==> config.mk <==
export PLATFORM = sky130hd
export DESIGN_NAME = generador_transacciones_rtc
export DESIGN_NICKNAME = d
export VERILOG_FILES = /design/src/rtl/generador_transacciones_rtc.sv
export SDC_FILE = /design/constraint.sdc
export NUM_CORES = 1
export LEC_CHECK = 0
export ABC_AREA = 1
export CORE_MARGIN = 1
export CORE_UTILIZATION = 55
export DETAILED_ROUTE_END_ITERATION = 7
export PLACE_DENSITY = 0.93
export SLEW_MARGIN = 20
export SYNTH_ARGS = -nofsm -noshare
export SYNTH_HDL_FRONTEND = slang
export SYNTH_SLANG_ARGS = --single-unit
export TNS_END_PERCENT = 20
==> constraint.sdc <==
create_clock -name clk -period 4.4 [get_ports clk]
set_input_delay 0.88 -clock clk [delete_from_list [all_inputs] [get_ports clk]]
set_output_delay 0.88 -clock clk [all_outputs]
set_load 0.01 [all_outputs]
==> src/rtl/generador_transacciones_rtc.sv <==
// -----------------------------------------------------------------------------
// generador_transacciones_rtc
//
// Generates multiplexed address/data bursts towards an RTC chip. Each byte has
// an address phase and a data phase. Each phase has three parts: setup
// (T_SETUP clocks), strobe low (T_PULSO clocks) and hold (T_HOLD clocks).
// The address auto-increments between bytes and wraps at 2^ANCHO_DATO.
//
// Request/completion protocol: inicio is a level request that is only looked
// at in IDLE. escritura, dir_base and longitud are captured together with it.
// ocupado stays high for the whole burst. listo pulses for exactly one clock
// when the block returns to IDLE. inicio seen while busy is ignored.
//
// Ports
//   clk, reset_n          clock, asynchronous active-low reset
//   inicio                start request (sampled in IDLE only)
//   escritura             1 = write burst, 0 = read burst
//   dir_base              first RTC register address
//   longitud              byte count (clamped to LONG_MAX, 0 = no bus activity)
//   abortar               finish the current byte, then stop
//   dato_escribir         write byte for the current indice
//   bus_dato_in           RTC bus read value
//   a_d, cs, wr, rd       RTC strobes, active low (a_d: 0 = address phase)
//   bus_dato_out, bus_oe  bus drive value and its tristate enable
//   indice                index of the current byte within the burst
//   dato_leido            last captured read byte
//   dato_valido           one-clock pulse when dato_leido is refreshed
//   ocupado, listo        burst in progress / one-clock completion pulse
//   estado_dbg            current FSM state, for debug and checkers
//
// Every output comes straight from a flop. The output values are decoded from
// the next state, so they line up with the state register on every clock.
// -----------------------------------------------------------------------------
module generador_transacciones_rtc #(
  parameter int ANCHO_DATO = 8,
  parameter int T_SETUP    = 1,
  parameter int T_PULSO    = 4,
  parameter int T_HOLD     = 1,
  parameter int LONG_MAX   = 16,
  localparam int ANCHO_LONG = $clog2(LONG_MAX + 1)
) (
  input  logic                  clk,
  input  logic                  reset_n,
  input  logic                  inicio,
  input  logic                  escritura,
  input  logic [ANCHO_DATO-1:0] dir_base,
  input  logic [ANCHO_LONG-1:0] longitud,
  input  logic                  abortar,
  input  logic [ANCHO_DATO-1:0] dato_escribir,
  input  logic [ANCHO_DATO-1:0] bus_dato_in,
  output logic                  a_d,
  output logic                  cs,
  output logic                  wr,
  output logic                  rd,
  output logic [ANCHO_DATO-1:0] bus_dato_out,
  output logic                  bus_oe,
  output logic [ANCHO_LONG-1:0] indice,
  output logic [ANCHO_DATO-1:0] dato_leido,
  output logic                  dato_valido,
  output logic                  ocupado,
  output logic                  listo,
  output logic [2:0]            estado_dbg
);

  typedef enum logic [2:0] {
    IDLE       = 3'd0,
    ADDR_SETUP = 3'd1,
    ADDR_PULSO = 3'd2,
    ADDR_HOLD  = 3'd3,
    DATA_SETUP = 3'd4,
    DATA_PULSO = 3'd5,
    DATA_HOLD  = 3'd6,
    FIN        = 3'd7
  } estado_t;

  // The phase counter is loaded with (duration - 1) when a phase is entered.
  // The phase ends on the clock where the counter reads zero.
  localparam logic [3:0] CNT_SETUP = 4'(T_SETUP - 1);
  localparam logic [3:0] CNT_PULSO = 4'(T_PULSO - 1);
  localparam logic [3:0] CNT_HOLD  = 4'(T_HOLD - 1);

  localparam logic [ANCHO_LONG-1:0] LONG_LIM = ANCHO_LONG'(LONG_MAX);
  localparam logic [ANCHO_LONG:0]   LONG_UNO = (ANCHO_LONG + 1)'(1);

  // Control state
  estado_t               estado_q, estado_d;
  logic [3:0]            cnt_q, cnt_d;
  logic [ANCHO_DATO-1:0] dir_q, dir_d;
  logic [ANCHO_LONG-1:0] long_q, long_d;
  logic [ANCHO_LONG-1:0] indice_q, indice_d;
  logic [ANCHO_DATO-1:0] wdata_q, wdata_d;
  logic                  esc_q, esc_d;
  logic                  abort_q, abort_d;

  // Registered outputs
  logic                  a_d_q, a_d_d;
  logic                  cs_q, cs_d;
  logic                  wr_q, wr_d;
  logic                  rd_q, rd_d;
  logic                  oe_q, oe_d;
  logic [ANCHO_DATO-1:0] out_q, out_d;
  logic [ANCHO_DATO-1:0] dato_leido_q, dato_leido_d;
  logic                  dato_valido_q, dato_valido_d;
  logic                  ocupado_q, ocupado_d;
  logic                  listo_q, listo_d;

  // Helpers
  logic                  fin_fase;
  logic                  mas_bytes;
  logic [ANCHO_LONG-1:0] long_in;

  // ---------------------------------------------------------------------------
  // Next-state logic
  // ---------------------------------------------------------------------------
  always_comb begin
    estado_d      = estado_q;
    dir_d         = dir_q;
    long_d        = long_q;
    indice_d      = indice_q;
    wdata_d       = wdata_q;
    esc_d         = esc_q;
    abort_d       = abort_q;
    dato_leido_d  = dato_leido_q;
    dato_valido_d = 1'b0;

    fin_fase  = (cnt_q == 4'd0);
    // Extra top bit so that indice+1 cannot overflow when longitud = LONG_MAX.
    mas_bytes = (({1'b0, indice_q} + LONG_UNO) < {1'b0, long_q});
    long_in   = (longitud > LONG_LIM) ? LONG_LIM : longitud;
    cnt_d     = fin_fase ? cnt_q : (cnt_q - 4'd1);

    unique case (estado_q)
      IDLE: begin
        abort_d = 1'b0;
        if (inicio) begin
          if (long_in != '0) begin
            estado_d = ADDR_SETUP;
            cnt_d    = CNT_SETUP;
            dir_d    = dir_base;
            long_d   = long_in;
            esc_d    = escritura;
            indice_d = '0;
          end else begin
            estado_d = FIN;
          end
        end
      end
      ADDR_SETUP: if (fin_fase) begin
        estado_d = ADDR_PULSO;
        cnt_d    = CNT_PULSO;
      end
      ADDR_PULSO: if (fin_fase) begin
        estado_d = ADDR_HOLD;
        cnt_d    = CNT_HOLD;
      end
      ADDR_HOLD: if (fin_fase) begin
        estado_d = DATA_SETUP;
        cnt_d    = CNT_SETUP;
        // Capture the write byte as the data phase starts, so the registered
        // bus drive already shows it in the first DATA_SETUP clock.
        wdata_d  = dato_escribir;
      end
      DATA_SETUP: if (fin_fase) begin
        estado_d = DATA_PULSO;
        cnt_d    = CNT_PULSO;
      end
      DATA_PULSO: if (fin_fase) begin
        estado_d = DATA_HOLD;
        cnt_d    = CNT_HOLD;
        // Sample at the end of the last strobe-low clock. The pulse is then
        // seen in the first DATA_HOLD clock.
        if (!esc_q) begin
          dato_leido_d  = bus_dato_in;
          dato_valido_d = 1'b1;
        end
      end
      DATA_HOLD: if (fin_fase) begin
        // An abort raised in this same clock still counts.
        if (mas_bytes && !(abort_q || abortar)) begin
          estado_d = ADDR_SETUP;
          cnt_d    = CNT_SETUP;
          dir_d    = dir_q + ANCHO_DATO'(1);
          indice_d = indice_q + ANCHO_LONG'(1);
        end else begin
          estado_d = FIN;
        end
      end
      FIN: begin
        estado_d = IDLE;
        abort_d  = 1'b0;
      end
      default: estado_d = IDLE;
    endcase

    if (abortar && (estado_q != IDLE) && (estado_q != FIN)) begin
      abort_d = 1'b1;
    end
  end

  // ---------------------------------------------------------------------------
  // Output decode from the next state (fed into the output flops)
  // ---------------------------------------------------------------------------
  always_comb begin
    a_d_d     = 1'b1;
    cs_d      = 1'b1;
    wr_d      = 1'b1;
    rd_d      = 1'b1;
    oe_d      = 1'b0;
    out_d     = '0;
    ocupado_d = 1'b1;
    listo_d   = 1'b0;

    unique case (estado_d)
      IDLE: ocupado_d = 1'b0;
      ADDR_SETUP, ADDR_HOLD: begin
        a_d_d = 1'b0;
        oe_d  = 1'b1;
        out_d = dir_d;
      end
      ADDR_PULSO: begin
        a_d_d = 1'b0;
        cs_d  = 1'b0;
        wr_d  = 1'b0;
        oe_d  = 1'b1;
        out_d = dir_d;
      end
      DATA_SETUP, DATA_HOLD: begin
        oe_d  = esc_d;
        out_d = esc_d ? wdata_d : '0;
      end
      DATA_PULSO: begin
        cs_d  = 1'b0;
        wr_d  = !esc_d;
        rd_d  = esc_d;
        oe_d  = esc_d;
        out_d = esc_d ? wdata_d : '0;
      end
      FIN: begin
        ocupado_d = 1'b0;
        listo_d   = 1'b1;
      end
      default: ocupado_d = 1'b0;
    endcase
  end

  // ---------------------------------------------------------------------------
  // State and output registers
  // ---------------------------------------------------------------------------
  always_ff @(posedge clk or negedge reset_n) begin
    if (!reset_n) begin
      estado_q      <= IDLE;
      cnt_q         <= 4'd0;
      dir_q         <= '0;
      long_q        <= '0;
      indice_q      <= '0;
      wdata_q       <= '0;
      esc_q         <= 1'b0;
      abort_q       <= 1'b0;
      a_d_q         <= 1'b1;
      cs_q          <= 1'b1;
      wr_q          <= 1'b1;
      rd_q          <= 1'b1;
      oe_q          <= 1'b0;
      out_q         <= '0;
      dato_leido_q  <= '0;
      dato_valido_q <= 1'b0;
      ocupado_q     <= 1'b0;
      listo_q       <= 1'b0;
    end else begin
      estado_q      <= estado_d;
      cnt_q         <= cnt_d;
      dir_q         <= dir_d;
      long_q        <= long_d;
      indice_q      <= indice_d;
      wdata_q       <= wdata_d;
      esc_q         <= esc_d;
      abort_q       <= abort_d;
      a_d_q         <= a_d_d;
      cs_q          <= cs_d;
      wr_q          <= wr_d;
      rd_q          <= rd_d;
      oe_q          <= oe_d;
      out_q         <= out_d;
      dato_leido_q  <= dato_leido_d;
      dato_valido_q <= dato_valido_d;
      ocupado_q     <= ocupado_d;
      listo_q       <= listo_d;
    end
  end

  assign a_d          = a_d_q;
  assign cs           = cs_q;
  assign wr           = wr_q;
  assign rd           = rd_q;
  assign bus_oe       = oe_q;
  assign bus_dato_out = out_q;
  assign indice       = indice_q;
  assign dato_leido   = dato_leido_q;
  assign dato_valido  = dato_valido_q;
  assign ocupado      = ocupado_q;
  assign listo        = listo_q;
  assign estado_dbg   = estado_q;

endmodule

==> summary.md, run 1 <==
| Metric | Value |
|---|---|
| Die W | 77.5 um |
| Worst Setup Path Type | reg -> reg |
| FF-to-FF setup slack | 1570 ps |
| Type of origin of the critical path | flip-flop |
| Synth Flop Type | dfrtp_1 |
| Reg power frac | 32.2% |
| Switching power of the nets | 1210 uW |
| Synth cell types | 40 |
| Async SR Flop Fraction | 100% |
| Wirelength per Cell | 14.7 um |
| Area grow syn2layout | 30.3% |
| Max-slew violation count | 0 |
| CTS sink count | 59 |
| Core area | 0.00551 sq mm |
| Power Dens Cells | 713 mW/mm^2 |
| Peak VDD IR | 0.345 mV |
| Critical R2R Launch | indice[0] |
| Die ar. | 0.00600 sq mm |
| Antenna viol nets, final | 0 |
| Period utilization | 64.4% |
| Int Pwr | 1700 uW |
| Residual DRC | 0 |
| Post-Syn Instances | 366 |
| Worst Path Arrival | 3110 ps |
| Worst-Margin Slew | 727 ps |
| CTS H-tree lvls | 3 |
| Routed vias/inst | 5.40 |
| TritonCTS clock tree | yes |
| Comb pwr share | 48.3% |
| CP max FO | 8 |
| Maxcap violations | 0 |
| FMAX | 353 MHz |
| First-pass GRT wire length | 12700 um |
| Final min period | 2830 ps |
| TritonCTS buffer count | 9 |
| Die height | 77.5 um |
| WL final | 7590 um |
| CTS root buffer | clkbuf_8 |
| Mapped Area | 0.00313 sq mm |
| Fill cells | 366 |
| Routability Congestion | 0.933 |
| Commonest cells post-synth | nand2_1 (118), dfrtp_1 (55), inv_1 (35) |
| Fraction of layout cells with a size suffix above 1 | 15.5% |
| Clock skew | 10.2 ps |
| Pin count of the biggest net entering global routing | 60 |
| Switching part of the total | 41.5% |
| Setup crit end kind | flip-flop |
| Reg2Reg Depth | 16 |
| Worst Setup SP | indice[0] |
| Vias in the first global route | 2785 |
| CTS max path bufs | 2 |
| Status | complete, no violations |
| Post_cts resized | 0 |
| Critical Path End | bus_dato_out[5] |
| Lkg Pwr | 0.00200 uW |
| Starting Density | 56.9% |
| Worst slew margin | 51.5% |
| DRT iter0 DRCs | 220 |
| Nets@finish | 483 |
| Count of final hold-check violations | 0 |
| Crit Reg-Reg Endpoint | bus_dato_out[5] |
| Critical-path top delay cell | dfrtp_1 |
| Rows | 27 |
| Clock power frac | 19.6% |
| Worst Path Required | 4680 ps |
| Setup WS pre-CTS | 1560 ps |
| # diodes | 0 |
| Setup TNS | 0 ps |
| Port Buf Inserts | 65 |
| Post-synth EDFFs | 0 |
| Ys Warns | 0 |
| Setup slack after layout | 1570 ps |
| Cell type with the largest total area after synthesis | dfrtp_1 |
| Initial antenna violation count | 0 |
| CTS Hold Bufs | 0 |
| DR vias | 2791 |
| Reg clk slew, reported paths | 60 ps |
| Total global-route track usage | 28.1% |
| Top post-synthesis cells by area | dfrtp_1 (44%), nand2_1 (14%), nand3_1 (4.8%), inv_1 (4.2%), ha_1 (3.6%) |
| Seq/Total Area, Yosys | 47.3% |
| Synth Register Bits | 59 |
| Crit path cell chain | ha_1 -> nand3_1 -> xor2_1 -> inv_1 -> ha_1 -> nor3_1 -> nand2_1 -> nor2_2 -> nand2_2 -> nand2_4 -> nand3_4 -> inv_2 -> nand2_2 -> inv_2 -> nand3_1 -> nand2_1 |
| Gr ovfl total | 0 |
| Setup bufs post-CTS | 0 |
| Post-DP HPWL | 5380 um |
| Post-synthesis net count | 409 |
| Drt pass-1 iters | 5 |
| Synth top area share | 43.9% |
| Path category of the worst min-delay check | reg -> reg |
| RSZ-0062 raised after global routing | false |
| Largest stage delay, worst path | 450 ps |
| Clk_lat worst skew | 350 ps |
| Count leader, synth | nand2_1 |
| Setup violators final | 0 |
| Post-Syn Area per Cell | 8.56 sq um |
| Top Ports | 66 |
[flip-flops by register name, summed over array words and instances (netlist names), 3 cells and up]
register	flops
bus_dato_out	8
cnt_q	4
dato_leido	8
dir_q	8
estado_dbg	3
indice	5
long_q	5
wdata_q	8
[cell families (layout without fill, tap and decap cells)]
logic type | Yosys count | count (layout) | share of synthesized area, %
XOR/XNOR | 3 | 3 | 0.839
buffers and inverters | 48 | 127 | 6.27
flip-flops | 59 | 59 | 47.3
AND/OR/NAND/NOR | 201 | 201 | 30.6
adder cells (fa/ha/maj) | 9 | 9 | 3.59
AO/OA/AOI/OAI | 38 | 38 | 8.55
multiplexers | 8 | 8 | 2.88
[through the flow]
stage / util (%) / power, uW / std cells / area, sq um / hold slack (ps)
final: 74.1 / 2910 / 517 / 4080 / 470
after global routing: 74.1 / 3120 / 517 / 4080 / 487
after CTS: 74.1 / 2900 / 517 / 4080 / 474
after detailed placement: 70.0 / 2320 / 501 / 3850 / 458
after global placement: 70.0 / 2260 / 501 / 3850 / 456
after floorplan: - / 1850 / 366 / 3130 / 438
[layout by cell type, fill, tap and decap left out, types with 5 or more instances in the layout]
cell type / n
nand3_1: 30
ha_1: 9
clkbuf_8: 11
nand4_1: 5
a21oi_1: 7
nor2_2: 5
o21ai_0: 13
dfrtp_1: 55
nor2_1: 20
mux2_2: 8
nand2_2: 6
inv_1: 35
nand2_1: 118
clkdlybuf4s50_1: 64
inv_2: 8
[worst max-delay path, delay by kind of cell (launching register included)]
family        cells  cell delay [ps]
fa+ha+maj         2              440
simple gates     10             1350
buf+inv           3              300
flops             1              450
xor+xnor          1              220
[area by class of cell]
cell class,count,area (sq um),share of cell area [%]
Timing Repair Buffer,66,653,16.0
Multi-Input combinational cell,259,1460,35.7
Clock buffer,12,155,3.80
Tap cell,72,90.1,2.21
Inverter,45,173,4.23
Clock inverter,4,73.8,1.81
Sequential cell,59,1480,36.3
[worst min-delay path by stage]
| stage | end | startpoint | depth (start not counted) | slack [ps] |
|---|---|---|---|---|
| after floorplan | wdata_q[0] | wdata_q[0] | 2 | 440 |
| after global placement | wdata_q[1] | wdata_q[1] | 2 | 460 |
| after detailed placement | wdata_q[1] | wdata_q[1] | 2 | 460 |
| after CTS | wdata_q[1] | wdata_q[1] | 2 | 470 |
| after global routing | wdata_q[1] | wdata_q[1] | 2 | 490 |
| final | wdata_q[7] | wdata_q[7] | 2 | 470 |
[power groups by stage]
stage	combinational (uW)	clock [uW]	sequential (uW)
after global routing	1570	599	957
after CTS	1400	571	932
after detailed placement	1380	0	939
after floorplan	890	0	955
final	1400	569	936
after global placement	1330	0	929
[per-layer routing]
metal	vias up	global-route usage [%]	wire length [um]
li1	1325	-	-
met1	1305	33.4	2930
met2	131	47.3	3860
met3	30	7.29	549
met4	0	13.0	251
met5	-	0	0
No activity file was read; power rests on OpenSTA's default activity.
==> run 2, diff against run 1 <==
CORE_UTILIZATION = 51   (was 55)
PLACE_DENSITY = 0.88   (was 0.93)
clock period = 2.95 ns   (was 4.4 ns; I/O delays follow)
==> run 2 against run 1 <==
Critical path depth did not move; hold slack got worse by 240 ps; register-to-register slack got worse by 1300 ps; worst setup slack got worse by 1300 ps; clock power rose by 38%; clock skew fell by 6.3 ps; largest cell class unchanged; largest power group unchanged.
==> summary.md, run 2 (synthesis gave the netlist of run 1 again) <==
| Metric | Value |
|---|---|
| CTS H-tree lvls | 3 (unchanged) |
| Most frequent cells in the layout | nand2_1 (118), clkdlybuf4s50_1 (64), dfrtp_1 (55) |
| DRT iter0 DRCs | 173 (-21%) |
| First-pass GRT wire length | 12200 um (-3.9%) |
| CP max FO | 8 (unchanged) |
| Path category of the worst min-delay check | in -> async |
| Starting Density | 52.9% (-4.0 points) |
| Pin count of the biggest net entering global routing | 37 (-38%) |
| Reg clk slew, reported paths | 60 ps (about the same) |
| Drt pass-1 iters | 5 (unchanged) |
| Lkg Pwr | 0.00200 uW (-0.15%) |
| Post-DP HPWL | 5440 um (+1.2%) |
| Routability Congestion | 0.912 (-2.2%) |
| Clk_lat worst skew | 340 ps (about the same) |
| Placement Cell Area | 0.00387 sq mm (+0.49%) |
| Maxcap violations | 0 (unchanged) |
| Total global-route track usage | 25.4% (-2.7 points) |
| Nets@finish | 485 (+0.41%) |
| Core area | 0.00592 sq mm (+7.5%) |
| Vias in the first global route | 2625 (-5.7%) |
| FMAX | 367 MHz (+4.0%) |
| Peak VDD IR | 0.530 mV (+53%) |
| Worst Path Arrival | 3000 ps (-110 ps) |
| Most common cell after layout, fill and taps aside | nand2_1 |
| Reg2Reg Depth | 16 (unchanged) |
| TritonCTS clock tree | yes |
| Non-Filler Instances | 522 (+0.97%) |
| Placed cells | 506 (+1.0%) |
| Type of origin of the critical path | flip-flop |
| WL final | 7390 um (-2.6%) |
| CTS Hold Bufs | 0 (unchanged) |
| Die W | 80.4 um (+3.7%) |
| Setup bufs post-CTS | 0 (unchanged) |
| Area grow syn2layout | 30.2% (about the same) |
| Rows | 28 (+3.7%) |
| CTS sink count | 59 (unchanged) |
| Worst-Margin Slew | 683 ps (-43.9 ps) |
| Routed vias/inst | 5.36 (-0.71%) |
| Worst slew margin | 54.4% (+2.8 points) |
| Antenna viol nets, final | 0 (unchanged) |
| Status | complete, no violations |
| Port Buf Inserts | 65 (unchanged) |
| DR vias | 2798 (+0.25%) |
| Setup crit end kind | flip-flop |
| Clock skew | 3.94 ps (-6.27 ps) |
| RSZ-0062 raised after global routing | false |
| Post-route cell area | 0.00408 sq mm (about the same) |
| Gr ovfl total | 0 (unchanged) |
| Worst Setup Path Type | reg -> reg |
| TritonCTS buffer count | 9 (unchanged) |
| # diodes | 0 (unchanged) |
| Post_cts resized | 0 (unchanged) |
| Final min period | 2720 ps (-109 ps) |
| Setup TNS | 0 ps (unchanged) |
| Fraction of layout cells with a size suffix above 1 | 15.7% (+0.15 points) |
| Power Dens Cells | 1040 mW/mm^2 (+46%) |
| Residual DRC | 0 (unchanged) |
| Die ar. | 0.00646 sq mm (+7.6%) |
| Initial antenna violation count | 0 (unchanged) |
| Top Ports | 66 (unchanged) |
| Period utilization | 92.3% (+28 points) |
| Worst Path Required | 3230 ps (-1450 ps) |
| CTS root buffer | clkbuf_8 |
| Setup violators final | 0 (unchanged) |
| Die height | 80.4 um (+3.7%) |
| Count of final hold-check violations | 0 (unchanged) |
| CTS max path bufs | 2 (unchanged) |
| Wirelength per Cell | 14.2 um (-3.6%) |
| Max-slew violation count | 0 (unchanged) |
[run 2: changes by cell type in the layout (fill, tap and decap cells not counted), sizes merged]
cell / previous run / this run
buf: 2 / 4
clkbuf: 12 / 11
clkinvlp: 0 / 1
[run 2: cell type report]
type / count / area [sq um]
multi-input combinational: 259 / 1460
sequential: 59 / 1480
timing repair buffer: 68 / 668
clock buffer: 11 / 131
inverter: 45 / 173
clock inverter: 5 / 77.6
tap: 75 / 93.8
fill: 444 / 1840
[run 2: critical path: stages, from the launching register on]
cell	delay, ps
dfrtp_1	440
ha_1	260
nand3_1	120
xor2_1	190
inv_1	70
ha_1	180
nor3_1	250
nand2_1	100
nor2_2	200
nand2_2	130
nand2_4	120
nand3_2	100
nand2_2	110
nand2_4	70
nor2_8	140
nand2_1	100
nand2_1	80
[run 2: routing by layer]
metal / up-vias / track usage [%] / wire length [um]
li1: 1345 / - / -
met1: 1314 / 31.8 / 3070
met2: 116 / 40.3 / 3640
met3: 23 / 6.02 / 440
met4: 0 / 13.8 / 239
met5: - / 0 / 0
[run 2: path summary, 6_finish.rpt]
path	slack [ps]	to	startpoint
worst min-delay path	230	indice[0]	reset_n
max in group asynchronous	2310	a_d	reset_n
worst max register to register	230	bus_dato_out[1]	indice[0]
worst min register to register	480	wdata_q[1]	wdata_q[1]
min in group clk	480	wdata_q[1]	wdata_q[1]
worst max-delay path	230	bus_dato_out[1]	indice[0]
[run 2: per-stage QoR]
stage | setup slack (ps) | total power [uW] | utilization, % | hold WS (ps)
floorplan | 594 | 2750 | - | 294
global placement | 429 | 3370 | 65.4 | 452
detailed placement | 307 | 3450 | 65.4 | 456
CTS | 258 | 4250 | 68.9 | 233
global route | 6.24 | 4570 | 68.9 | 248
finish | 227 | 4250 | 68.9 | 225
[run 2: power breakdown]
part | switching, uW | leakage, uW | internal [uW] | total [uW]
logic | 1230 | 0.00116 | 845 | 2080
clock network | 310 | 0.000103 | 473 | 783
registers | 221 | 0.000741 | 1170 | 1390
total | 1760 | 0.00200 | 2490 | 4250
==> run 3, diff against run 2 <==
CAP_MARGIN = 20   (was default)
CORE_UTILIZATION = 45   (was 51)
PLACE_DENSITY = 0.8   (was 0.88)
==> run 3 against run 2 <==
The flow now finishes with violations (design-rule violations); clock skew grew 4.0 ps; fmax increased by 1.4%; global-route usage decreased by 2.7 points; hold slack better by 110 ps; combinational power is essentially flat; cell count grew 0.96%; flip-flop and latch count unchanged; largest power group unchanged.
==> summary.md, run 3 (synthesis gave the netlist of run 1 again) <==
| Metric | Value |
|---|---|
| Routability Congestion | 0.889 (-2.5%) |
| Failing checks | design-rule violations |
| Worst Setup SP | indice[0] |
| First-pass GRT wire length | 12700 um (+4.4%) |
| Met3 GRT Util | 5.64% (-0.38 points) |
| Initial antenna violation count | 0 (unchanged) |
| Critical R2R Launch | indice[0] |
| Setup WS pre-CTS | 264 ps (-42.5 ps) |
| Starting Density | 46.4% (-6.5 points) |
| Setup violators final | 0 (unchanged) |
| Worst Path Arrival | 2970 ps (-30 ps) |
| Routed vias/inst | 5.28 (-1.4%) |
| Status | complete, but fails checks |
| Reg clk slew, reported paths | 70 ps (about the same) |
| Type of origin of the critical path | flip-flop |
| CP top delay family | simple AND/OR/NAND/NOR gates |
| Die height | 85.4 um (+6.3%) |
| Largest stage delay, worst path | 420 ps (-20 ps) |
| Residual DRC | 2 (+2) |
| DR vias | 2785 (-0.46%) |
| CTS sink count | 59 (unchanged) |
| Nets@finish | 485 (unchanged) |
| RSZ-0062 raised after global routing | false |
| Int Pwr | 2490 uW (about the same) |
| Area occupied by multi-input gates | 0.00146 sq mm (+0.34%) |
| WL final | 7570 um (+2.4%) |
| Drt pass-1 iters | 6 (+1) |
| Rows | 30 (+7.1%) |
| Pin count of the biggest net entering global routing | 38 (+2.7%) |
| CTS H-tree lvls | 3 (unchanged) |
| CTS root buffer | clkbuf_8 |
| Period utilization | 91.1% (-1.2 points) |
| Clk_lat worst skew | 340 ps (about the same) |
| Reg power frac | 32.5% (-0.2 points) |
| GR Util met1 | 26.9% (-4.9 points) |
| CTS max path bufs | 2 (unchanged) |
| Setup TNS | 0 ps (unchanged) |
| TritonCTS buffer count | 9 (unchanged) |
| Path category of the worst min-delay check | in -> async |
| Maxcap violations | 0 (unchanged) |
| Setup crit end kind | flip-flop |
| Post-DP HPWL | 5700 um (+4.8%) |
| Setup slack after layout | 264 ps (+36.5 ps) |
| Grt met2 use | 39.9% (-0.48 points) |
| Switching power of the nets | 1790 uW (+1.5%) |
| GR peak layer | met2 |
| CP max FO | 8 (unchanged) |
| Final min period | 2690 ps (-36.5 ps) |
| Peak VDD IR | 0.462 mV (-13%) |
| Die W | 85.4 um (+6.3%) |
| Crit path buffers/inverters | 1 (unchanged) |
| Fraction of layout cells with a size suffix above 1 | 15.7% (unchanged) |
| DRT iter0 DRCs | 149 (-14%) |
| Gr ovfl total | 0 (unchanged) |
| Core area | 0.00676 sq mm (+14%) |
| Most common cell after layout, fill and taps aside | nand2_1 |
| FMAX | 372 MHz (+1.4%) |
| Critical-path top delay cell | dfrtp_1 |
| Vias in the first global route | 2778 (+5.8%) |
| Clock skew | 7.96 ps (+4.02 ps) |
| Clock power frac | 18.5% (about the same) |
| Wirelength per Cell | 14.4 um (+1.4%) |
| Lkg Pwr | 0.00200 uW (about the same) |
| Worst slew margin | 46.8% (-7.6 points) |
| Switching part of the total | 41.8% (+0.37 points) |
| Power Dens Cells | 1050 mW/mm^2 (+0.35%) |
| Top Ports | 66 (unchanged) |
| Fill cells | 579 (+30%) |
| Total global-route track usage | 22.7% (-2.7 points) |
| Count of final hold-check violations | 0 (unchanged) |
| Worst Setup Path Type | reg -> reg |
| Comb pwr share | 49.0% (about the same) |
| # diodes | 0 (unchanged) |
| Reg area | 0.00148 sq mm (unchanged) |
| Worst Path Required | 3230 ps (about the same) |
| Antenna viol nets, final | 0 (unchanged) |
| Area grow syn2layout | 30.6% |
| TritonCTS clock tree | yes |
| Crit path cell chain | ha_1 -> nand3_1 -> xor2_1 -> inv_1 -> ha_1 -> nor3_1 -> nand2_1 -> nor2_4 -> nand2_2 -> nand2_4 -> nand3_2 -> nand2_2 -> nand2_4 -> nor2_8 -> nand2_1 -> nand2_1 |
| Die ar. | 0.00730 sq mm (+13%) |
| Max-slew violation count | 0 (unchanged) |
| Port Buf Inserts | 65 (unchanged) |
| Most frequent cells in the layout | nand2_1 (118), clkdlybuf4s50_1 (64), dfrtp_1 (55) |
| Most used cell, CP | nand2_1 |
| Worst-Margin Slew | 798 ps (+115 ps) |
run 3: layout make-up:
type,count,area share [%]
repair buffers,68,16.3
flip-flops and latches,59,36.2
well taps,80,2.45
multi-input cells,259,35.7
inverters,45,4.22
clock buffers,11,3.21
clock inverters,5,1.90
run 3: what timing repair did:
action                                  CTS  global route
endpoints found under the hold margin     0             0
resized for setup                         0             1
setup buffers                             0             0
endpoints found under the setup margin    0             1
hold buffers                              0             0
run 3: power by group through the flow:
stage / logic, uW / registers (uW) / clock network [uW]
final: 2100 / 1390 / 792
after global routing: 2340 / 1430 / 842
after CTS: 2100 / 1390 / 805
after detailed placement: 2090 / 1400 / 0
after global placement: 2010 / 1390 / 0
after floorplan: 1330 / 1420 / 0
run 3: final timing paths:
kind / depth (start not counted) / slack (ps) / endpoint
hold / removal: 1 / 330 / dato_leido[3]
setup / recovery: 16 / 260 / bus_dato_out[0]
hold reg to reg: 2 / 470 / wdata_q[6]
max in group asynchronous: 2 / 1930 / cnt_q[2]
setup reg to reg: 16 / 260 / bus_dato_out[0]
min in group clk: 2 / 470 / wdata_q[6]
run 3: per-layer routing:
metal | vias to the layer above | part of all wire [%]
met1 | 1371 | 42
met4 | 0 | 2.4
li1 | 1334 | -
met2 | 62 | 51
met3 | 18 | 3.9
met5 | - | 0
run 3: per-stage QoR:
step | cells | instance area [sq um] | utilization (%) | total power [uW] | hold slack (ps)
2_1_floorplan | 366 | 3130 | - | 2750 | 294
3_3_place_gp | 511 | 3880 | 57.4 | 3400 | 454
3_5_place_dp | 511 | 3880 | 57.4 | 3490 | 457
4_1_cts | 527 | 4090 | 60.5 | 4290 | 356
5_1_grt | 527 | 4090 | 60.6 | 4610 | 387
6_report | 527 | 4090 | 60.6 | 4280 | 333
